[src/rtl/divide_pkg.sv]
// Shared types and helpers for the sequential restoring divider.
// The FSM state type and the bit-counter sizing live here so the step and top stay consistent.
package divide_pkg;

    typedef enum logic [1:0] {
        IDLE   = 2'd0,
        RUN    = 2'd1,
        FINISH = 2'd2
    } state_t;

    // Counter must hold DIVIDEND_W-1; a 1-bit dividend still needs one counter bit.
    function automatic int cnt_width(input int dividend_w);
        return (dividend_w > 1) ? $clog2(dividend_w) : 1;
    endfunction

endpackage

[src/rtl/divide_step.sv]
// One restoring shift-subtract step: shifts a dividend bit into the partial remainder
// and trial-subtracts the divisor; the sign of the trial picks the quotient bit.
module divide_step
    import divide_pkg::*;
#(
    parameter int DIVISOR_W = 4
) (
    input  logic [DIVISOR_W-1:0] rem_in,
    input  logic                 bit_in,
    input  logic [DIVISOR_W-1:0] divisor,
    output logic [DIVISOR_W-1:0] rem_out,
    output logic                 q_bit
);

    logic [DIVISOR_W:0] shifted;
    logic [DIVISOR_W:0] trial;

    // rem_in is always below the divisor, so the shifted value is under twice the divisor
    // and the DIVISOR_W+1 bit trial difference never wraps into a false positive.
    always_comb begin
        shifted = {rem_in, bit_in};
        trial   = shifted - {1'b0, divisor};
        q_bit   = ~trial[DIVISOR_W];
        rem_out = q_bit ? trial[DIVISOR_W-1:0] : shifted[DIVISOR_W-1:0];
    end

endmodule

[src/rtl/divide_seq.sv]
// Sequential unsigned divider, one quotient bit per clock, with start/busy/done handshake
// and divide-by-zero flag. Results are held in output registers until the next finish.
module divide_seq
    import divide_pkg::*;
#(
    parameter int DIVIDEND_W = 14,
    parameter int DIVISOR_W  = 4
) (
    input  logic                  clk,
    input  logic                  rst,
    input  logic                  start,
    input  logic [DIVIDEND_W-1:0] dividend,
    input  logic [DIVISOR_W-1:0]  divisor,
    output logic                  busy,
    output logic                  done,
    output logic [DIVIDEND_W-1:0] quotient,
    output logic [DIVISOR_W-1:0]  remainder,
    output logic                  div_by_zero
);

    localparam int                CNT_W    = cnt_width(DIVIDEND_W);
    localparam logic [CNT_W-1:0]  CNT_LAST = CNT_W'(DIVIDEND_W - 1);

    state_t                state;
    state_t                state_next;
    logic [CNT_W-1:0]      cnt;
    logic                  zero_r;
    logic [DIVIDEND_W-1:0] shreg;
    logic [DIVISOR_W-1:0]  div_r;
    logic [DIVISOR_W-1:0]  rem_r;
    logic [DIVISOR_W-1:0]  rem_next;
    logic                  q_bit;
    logic                  accept;
    logic                  run;
    logic                  finish;

    always_ff @(posedge clk or posedge rst) begin
        if (rst) begin
            state <= IDLE;
        end else begin
            state <= state_next;
        end
    end

    always_comb begin
        state_next = state;
        case (state)
            IDLE: begin
                if (start) begin
                    state_next = (divisor == '0) ? FINISH : RUN;
                end
            end
            RUN: begin
                if (cnt == '0) begin
                    state_next = FINISH;
                end
            end
            FINISH:  state_next = IDLE;
            default: state_next = IDLE;
        endcase
    end

    always_comb begin
        accept = (state == IDLE) && start;
        run    = (state == RUN);
        finish = (state == FINISH);
        busy   = (state != IDLE);
    end

    always_ff @(posedge clk or posedge rst) begin
        if (rst) begin
            cnt    <= '0;
            zero_r <= 1'b0;
        end else if (accept) begin
            cnt    <= CNT_LAST;
            zero_r <= (divisor == '0);
        end else if (run && (cnt != '0)) begin
            cnt <= cnt - 1'b1;
        end
    end

    // The dividend shifts out MSB-first while quotient bits shift in at the LSB,
    // so after DIVIDEND_W steps the same register holds the quotient.
    always_ff @(posedge clk) begin
        if (accept) begin
            shreg <= dividend;
            div_r <= divisor;
            rem_r <= '0;
        end else if (run) begin
            shreg <= (shreg << 1) | DIVIDEND_W'(q_bit);
            rem_r <= rem_next;
        end
    end

    divide_step #(
        .DIVISOR_W (DIVISOR_W)
    ) u_step (
        .rem_in  (rem_r),
        .bit_in  (shreg[DIVIDEND_W-1]),
        .divisor (div_r),
        .rem_out (rem_next),
        .q_bit   (q_bit)
    );

    always_ff @(posedge clk or posedge rst) begin
        if (rst) begin
            done        <= 1'b0;
            quotient    <= '0;
            remainder   <= '0;
            div_by_zero <= 1'b0;
        end else begin
            done <= finish;
            if (finish) begin
                if (zero_r) begin
                    quotient    <= '1;
                    remainder   <= '0;
                    div_by_zero <= 1'b1;
                end else begin
                    quotient    <= shreg;
                    remainder   <= rem_r;
                    div_by_zero <= 1'b0;
                end
            end
        end
    end

endmodule

[config.mk]
export PLATFORM = sky130hd
export DESIGN_NAME = divide_seq
export DESIGN_NICKNAME = d
export VERILOG_FILES = /design/src/rtl/divide_pkg.sv /design/src/rtl/divide_step.sv /design/src/rtl/divide_seq.sv
export SDC_FILE = /design/constraint.sdc
export NUM_CORES = 1
export LEC_CHECK = 0
export CAP_MARGIN = 20
export CELL_PAD_IN_SITES_DETAIL_PLACEMENT = 1
export CELL_PAD_IN_SITES_GLOBAL_PLACEMENT = 2
export CORE_MARGIN = 4
export CORE_UTILIZATION = 35
export CTS_BUF_LIST = sky130_fd_sc_hd__clkbuf_16
export DETAILED_ROUTE_END_ITERATION = 6
export PLACE_DENSITY_LB_ADDON = 0.2
export SYNTH_ARGS = -nofsm -noshare
export SYNTH_HDL_FRONTEND = slang
export SYNTH_HIERARCHICAL = 1
export SYNTH_SLANG_ARGS = --single-unit
[constraint.sdc]
create_clock -name clk -period 5.65 [get_ports clk]
set_input_delay 0.8475 -clock clk [delete_from_list [all_inputs] [get_ports clk]]
set_output_delay 0.8475 -clock clk [all_outputs]
set_load 0.1 [all_outputs]
[Yosys cells after proc, flatten, opt, wreduce, memory -nomap -nowiden]
Index checks and enable logic that the tools add are counted.
Operators by class
  $add $sub $neg: 2
  equal/unequal tests: 4
  multiplexer cells: 12
  bitwise operators: 2
  reductions and logical operators: 10
Operator list (number)
  2-to-1 mux 14 bit: 3
  2-to-1 mux 4 bit: 4
  OR 14 x 1 -> 14 bit: 1
  zero test 4 bit: 2
  2-to-1 mux 2 bit: 3
  nonzero test 2 bit: 3
  subtractor 5 x 4 -> 5 bit: 1
  one-hot mux 2 bit (2 select lines): 1
  nonzero test 4 bit: 1
  subtractor 4 x 1 -> 4 bit (second input constant): 1
  == test 2 x 1 -> 1 bit (second input constant): 1
  == test 2 bit (second input constant): 1
  logical AND 1 bit: 2
  zero test 2 bit: 1
  inequality test 2 x 1 -> 1 bit (second input constant): 1
  inequality test 2 bit (second input constant): 1
  AND reduction 2 bit: 1
  2-to-1 mux 1 bit: 1
  inverter 1 bit: 1
Storage, ports and cells
  register bits: 49
  input bits: 21
  output and inout bits: 21
  logic and storage cells: 40

[Longest topological paths before layout]
  word-level depth: 5
  depth in mapped cells: 9
  mapped depth without buffers: 9

[Modules after synthesis]
The synthesis kept the hierarchy.
Modules (own cells, without submodules)
  divide_seq: instances 1, cells each 171, area an instance 1980.6 sq um, sequential area each 1296.2 sq um
  divide_step: instances 1, cells each 24, area an instance 203.9 sq um, sequential area each 0.0 sq um

[Worst setup path after synthesis]
OpenSTA, ideal clock, no wires.
  path type: reg-to-reg
  start point: register div_r[0]
  end point: register rem_r[2]
  setup time: 0.116 ns
  arrival: 1.976 ns
  required time: 5.534 ns
  path slack: 3.558 ns
  stages on the path, launching flop included: 9
  path buffers: 0
  period minus slack after synthesis: 2.092 ns
  cells stage by stage: edfxtp_1 > ha_1 > fa_1 > nand2b_1 > a21oi_2 > xor2_2 > mux2_2 > nand2_1 > a21oi_1
On the way
  cells in the longest elaborated chain, start to end: 2
RTL lines
  start, declared: line divide_seq.sv:29  | logic [DIVISOR_W-1:0] div_r;
  start signal, assigned: line divide_seq.sv:87  | div_r <= divisor;
  subtractor 5 x 4 -> 5 bit: line divide_step.sv:22  | trial = shifted - {1'b0, divisor};
  2-to-1 mux 4 bit: line divide_step.sv:24  | rem_out = q_bit ? trial[DIVISOR_W-1:0] : shifted[DIVISOR_W-1:0];
  named net rem_next[2]: line divide_seq.sv:31  | logic [DIVISOR_W-1:0] rem_next;
  end signal, assigned: line divide_seq.sv:91  | rem_r <= rem_next;
  end, declared: line divide_seq.sv:30  | logic [DIVISOR_W-1:0] rem_r;
The timed path passes the listed nets, and every way through them passes these cells.
A chain may end at the register's enable or synchronous reset.

[Final worst setup path]
  start point: register state[0]
  end point: output port busy
On the way
  cells in the longest elaborated chain, start to end: 1
RTL lines
  start, declared: line divide_seq.sv:24  | state_t state;
  start signal, assigned: line divide_seq.sv:41  | state <= state_next;
  nonzero test 2 bit: line divide_seq.sv:67  | busy = (state != IDLE);
  end, declared: line divide_seq.sv:14  | output logic busy,
No other way between the ends.

==> flow_summary_export.csv <==
group,metric,value,unit
logic_synthesis,post_syn_nets,222,
timing,max_slew_margin,34.7,%
worst_setup_path,path_buf_inv,2,
cts,gates_resized_cts_repair,0,
logic_synthesis,yosys.area_share.adder,3.78,%
worst_setup_path,cp_class,"reg -> out",
logic_synthesis,post_synth_instance_area,2180,um^2
cells_and_area,area.growth.synth_to_final,28.8,%
worst_setup_path,worst_setup_path_start_kind,"flop",
drt,wl_per_cell,14.3,um
timing,clock.fmax,356,MHz
cts,clk_transition_reported_paths,0.06,ns
global_routing,grt_pass1_vias,1612,
global_routing,grt_first_pass_wirelength,7810,um
cells_and_area,stdcell_area,2810,um^2
logic_synthesis,main_combinational_cell_family_by_area_after_synthesis,"simple AND/OR/NAND/NOR gates",
drt,route.detailed.vias_per_inst,4.74,
logic_synthesis,post-synth-top-area-cell,"sky130_fd_sc_hd__dfrtp_1",
cts,post_cts.repair.setup_buffers,0,
cts,tritoncts,"built",
worst_hold_path,hold_path.class,"reg -> reg",
worst_setup_path,critical_path.endpoint_type,"primary output",
timing,unrepaired_setup_endpoints_after_global_routing,"no",
cells_and_area,most-common-layout-cells,"41 x sky130_fd_sc_hd__clkdlybuf4s50_1, 37 x sky130_fd_sc_hd__nand2_1, 27 x sky130_fd_sc_hd__dfrtp_1, 22 x sky130_fd_sc_hd__o21ai_0",
die,initial_core_util,36.5,%
drt,route.vias.total,1484,
worst_setup_path,required_time_of_the_critical_path,4.80,ns
worst_setup_path,critPathMaxStageDelay,1.13,ns
placement,place.detailed.hpwl,3260,um
logic_synthesis,post-synth-top-area-fraction,30.9,%
logic_synthesis,synth_seq_area_share,59.3,%
worst_setup_path,data_arrival_time_of_the_worst_path,1.96,ns
timing,worst_pin_slew,0.976,ns
die,fp.dieArea,7570,um^2
worst_setup_path,crit_path_max_fanout,4,
logic_synthesis,count_of_different_cell_masters_after_synthesis,32,
die,die_width,87.0,um
logic_synthesis,post_synth_main_area_contributors,"sky130_fd_sc_hd__dfrtp_1 31%, sky130_fd_sc_hd__edfxtp_1 25%, sky130_fd_sc_hd__mux2_2 8.2%",
logic_synthesis,fraction_of_synthesized_area_in_multiplexers,9.62,%
cts,htree_levels,2,
cts,cts_inserted_buffers,5,
cts,tritoncts_num_sinks,49,
global_routing,grt_start_max_net_pins,40,
cells_and_area,commonest_non_fill_non_tap_cell_in_the_layout,"sky130_fd_sc_hd__clkdlybuf4s50_1",
drt,route.antenna.remaining_nets,0,
die,std_cell_rows,28,
placement,placedInstanceArea,2680,um^2
drt,routed_wirelength,4480,um
drt,drt-pass1-iter-count,4,
logic_synthesis,share_of_the_synthesized_area_in_compound_gates_ao_oa_aoi_oai,8.82,%
cts,cts_hold_buf,0,
worst_setup_path,worst_r2r_startpoint,"shreg[13]",
drt,detail_route.drc_violations,0,
placement,gp_congestion,0.800,
drt,detail_route.iter0.violations,60,
run,cap_viol_max_count,0,
global_routing,globalRoute.totalOverflow,0,
logic_synthesis,synthCells,195,
cts,cts_root_buf,"sky130_fd_sc_hd__clkbuf_16",
cts,insertion_delay,0.28,ns
worst_setup_path,startpoint,"state[0]",
cts,clock_tree.buffer_depth,2,
die,chipHeight,87.0,um
cells_and_area,fin_nets,264,
timing,finalSetupTns,0,ns
logic_synthesis,yosys.area_share.xor_xnor,1.55,%
logic_synthesis,synth.avg_cell_area,11.2,um^2
run_status,outcome,"finished clean",
logic_synthesis,register_bit_count_reported_by_yosys,49,
worst_setup_path,worstPathCellList,"nor2_1 -> inv_1 -> clkdlybuf4s50_1",
cells_and_area,final_layout_size_suffix_gt1_share,13.0,%
worst_setup_path,timing.critical_path.max_delay_family,"buffers and inverters",
timing,slew_viol_final,0,
global_routing,grt_antenna_before_repair,0,
die,floorplan.io_pins,42,
cells_and_area,antenna_cells_inserted,0,
timing,finalSetupViolations,0,
logic_synthesis,yosysWarnings,6,
logic_synthesis,synth_simple_gate_area_share,12.6,%
worst_hold_path,min_from,"remainder[1]",
placement,port-buffer-count,41,
timing,fin_crit_sh,49.8,%
global_routing,grt_util_all_layers,13.4,%
worst_setup_path,critical_path.slowest_cell,"sky130_fd_sc_hd__clkdlybuf4s50_1",
timing,period_minus_slack,2.81,ns
timing,hold_viol_final,0,
die,area_of_the_core,5990,um^2
timing,timing.clock.skew,0.00631,ns
==> final cells by class <==
class / instances / area (um^2)
clock buffer: 5 / 125
clock inverter: 3 / 13.8
fill: 640 / 3180
inverter: 12 / 45.0
multi-input combinational: 126 / 795
sequential: 49 / 1300
tap: 75 / 93.8
timing repair buffer: 43 / 445
==> per-layer routing <==
metal / up-vias / part of all wire (%) / global-route usage, %
met5: - / 0 / 0
met4: 0 / 1.4 / 4.25
met3: 6 / 4.5 / 3.12
met2: 32 / 45 / 21.5
met1: 703 / 49 / 18.0
li1: 743 / - / -
==> metrics by stage <==
step                      worst slack [ns]  instances  utilization (%)  hold slack [ns]
final                                 2.84        313             47.0            0.474
after global routing                  2.76        313             47.0            0.512
after CTS                             2.81        313             47.0            0.484
after detailed placement              3.13        305             44.7            0.469
after global placement                3.15        304             44.2            0.464
after floorplan                       3.56        195                -            0.460
==> synthesized netlist by cell type <==
cell / n
sky130_fd_sc_hd__nand3b_1: 1
sky130_fd_sc_hd__a21boi_0: 1
sky130_fd_sc_hd__mux2i_1: 3
sky130_fd_sc_hd__dfrtp_1: 27
sky130_fd_sc_hd__a21oi_1: 6
sky130_fd_sc_hd__xor2_1: 1
sky130_fd_sc_hd__a31o_2: 1
sky130_fd_sc_hd__o311ai_1: 1
sky130_fd_sc_hd__nor4_1: 1
sky130_fd_sc_hd__nand2b_4: 1
sky130_fd_sc_hd__a311o_1: 1
sky130_fd_sc_hd__ha_1: 5
sky130_fd_sc_hd__fa_1: 1
sky130_fd_sc_hd__xor2_2: 1
sky130_fd_sc_hd__mux2_2: 16
sky130_fd_sc_hd__nor2b_1: 2
sky130_fd_sc_hd__or4_1: 1
sky130_fd_sc_hd__clkbuf_1: 3
sky130_fd_sc_hd__o21ai_0: 22
sky130_fd_sc_hd__nand2b_1: 2
sky130_fd_sc_hd__dfxtp_1: 4
sky130_fd_sc_hd__or3b_2: 1
sky130_fd_sc_hd__a21oi_2: 1
sky130_fd_sc_hd__xnor2_1: 1
sky130_fd_sc_hd__nor2_1: 18
sky130_fd_sc_hd__inv_2: 1
sky130_fd_sc_hd__inv_1: 11
sky130_fd_sc_hd__o41ai_1: 1
sky130_fd_sc_hd__nand2_1: 37
sky130_fd_sc_hd__edfxtp_1: 18
sky130_fd_sc_hd__buf_6: 2
sky130_fd_sc_hd__buf_2: 3
==> registers in the layout, indices dropped and copies added, names as in the netlist <==
register and count:
zero_r 1, div_by_zero 1, cnt 4, state 2, rem_r 4, remainder 4
quotient 14, shreg 14, done 1, div_r 4
==> worst paths after layout <==
check                           slack (ns)  cells after the start           end
worst max-delay path                  2.84                      3          busy
worst max register to register        3.34                      9      rem_r[2]
worst min-delay path                  0.47                      2  remainder[1]
min in group asynchronous             0.89                      2          done
worst min register to register        0.47                      2  remainder[1]
max in group asynchronous             4.30                      3        zero_r
==> tightest hold or removal path, cell delays in order (launching register included) <==
cell,delay [ns]
sky130_fd_sc_hd__dfrtp_1,0.34
sky130_fd_sc_hd__nand2_1,0.04
sky130_fd_sc_hd__o21ai_0,0.06
==> cells by family after synthesis <==
logic type      after synthesis
fa+ha+maj                     6
xor+xnor                      3
buf+inv                      20
compound gates               34
simple gates                 64
flops                        49
mux                          19
Power is not shown: default switching activity piles up to over one toggle a cycle in this logic, so the estimate is an artifact.
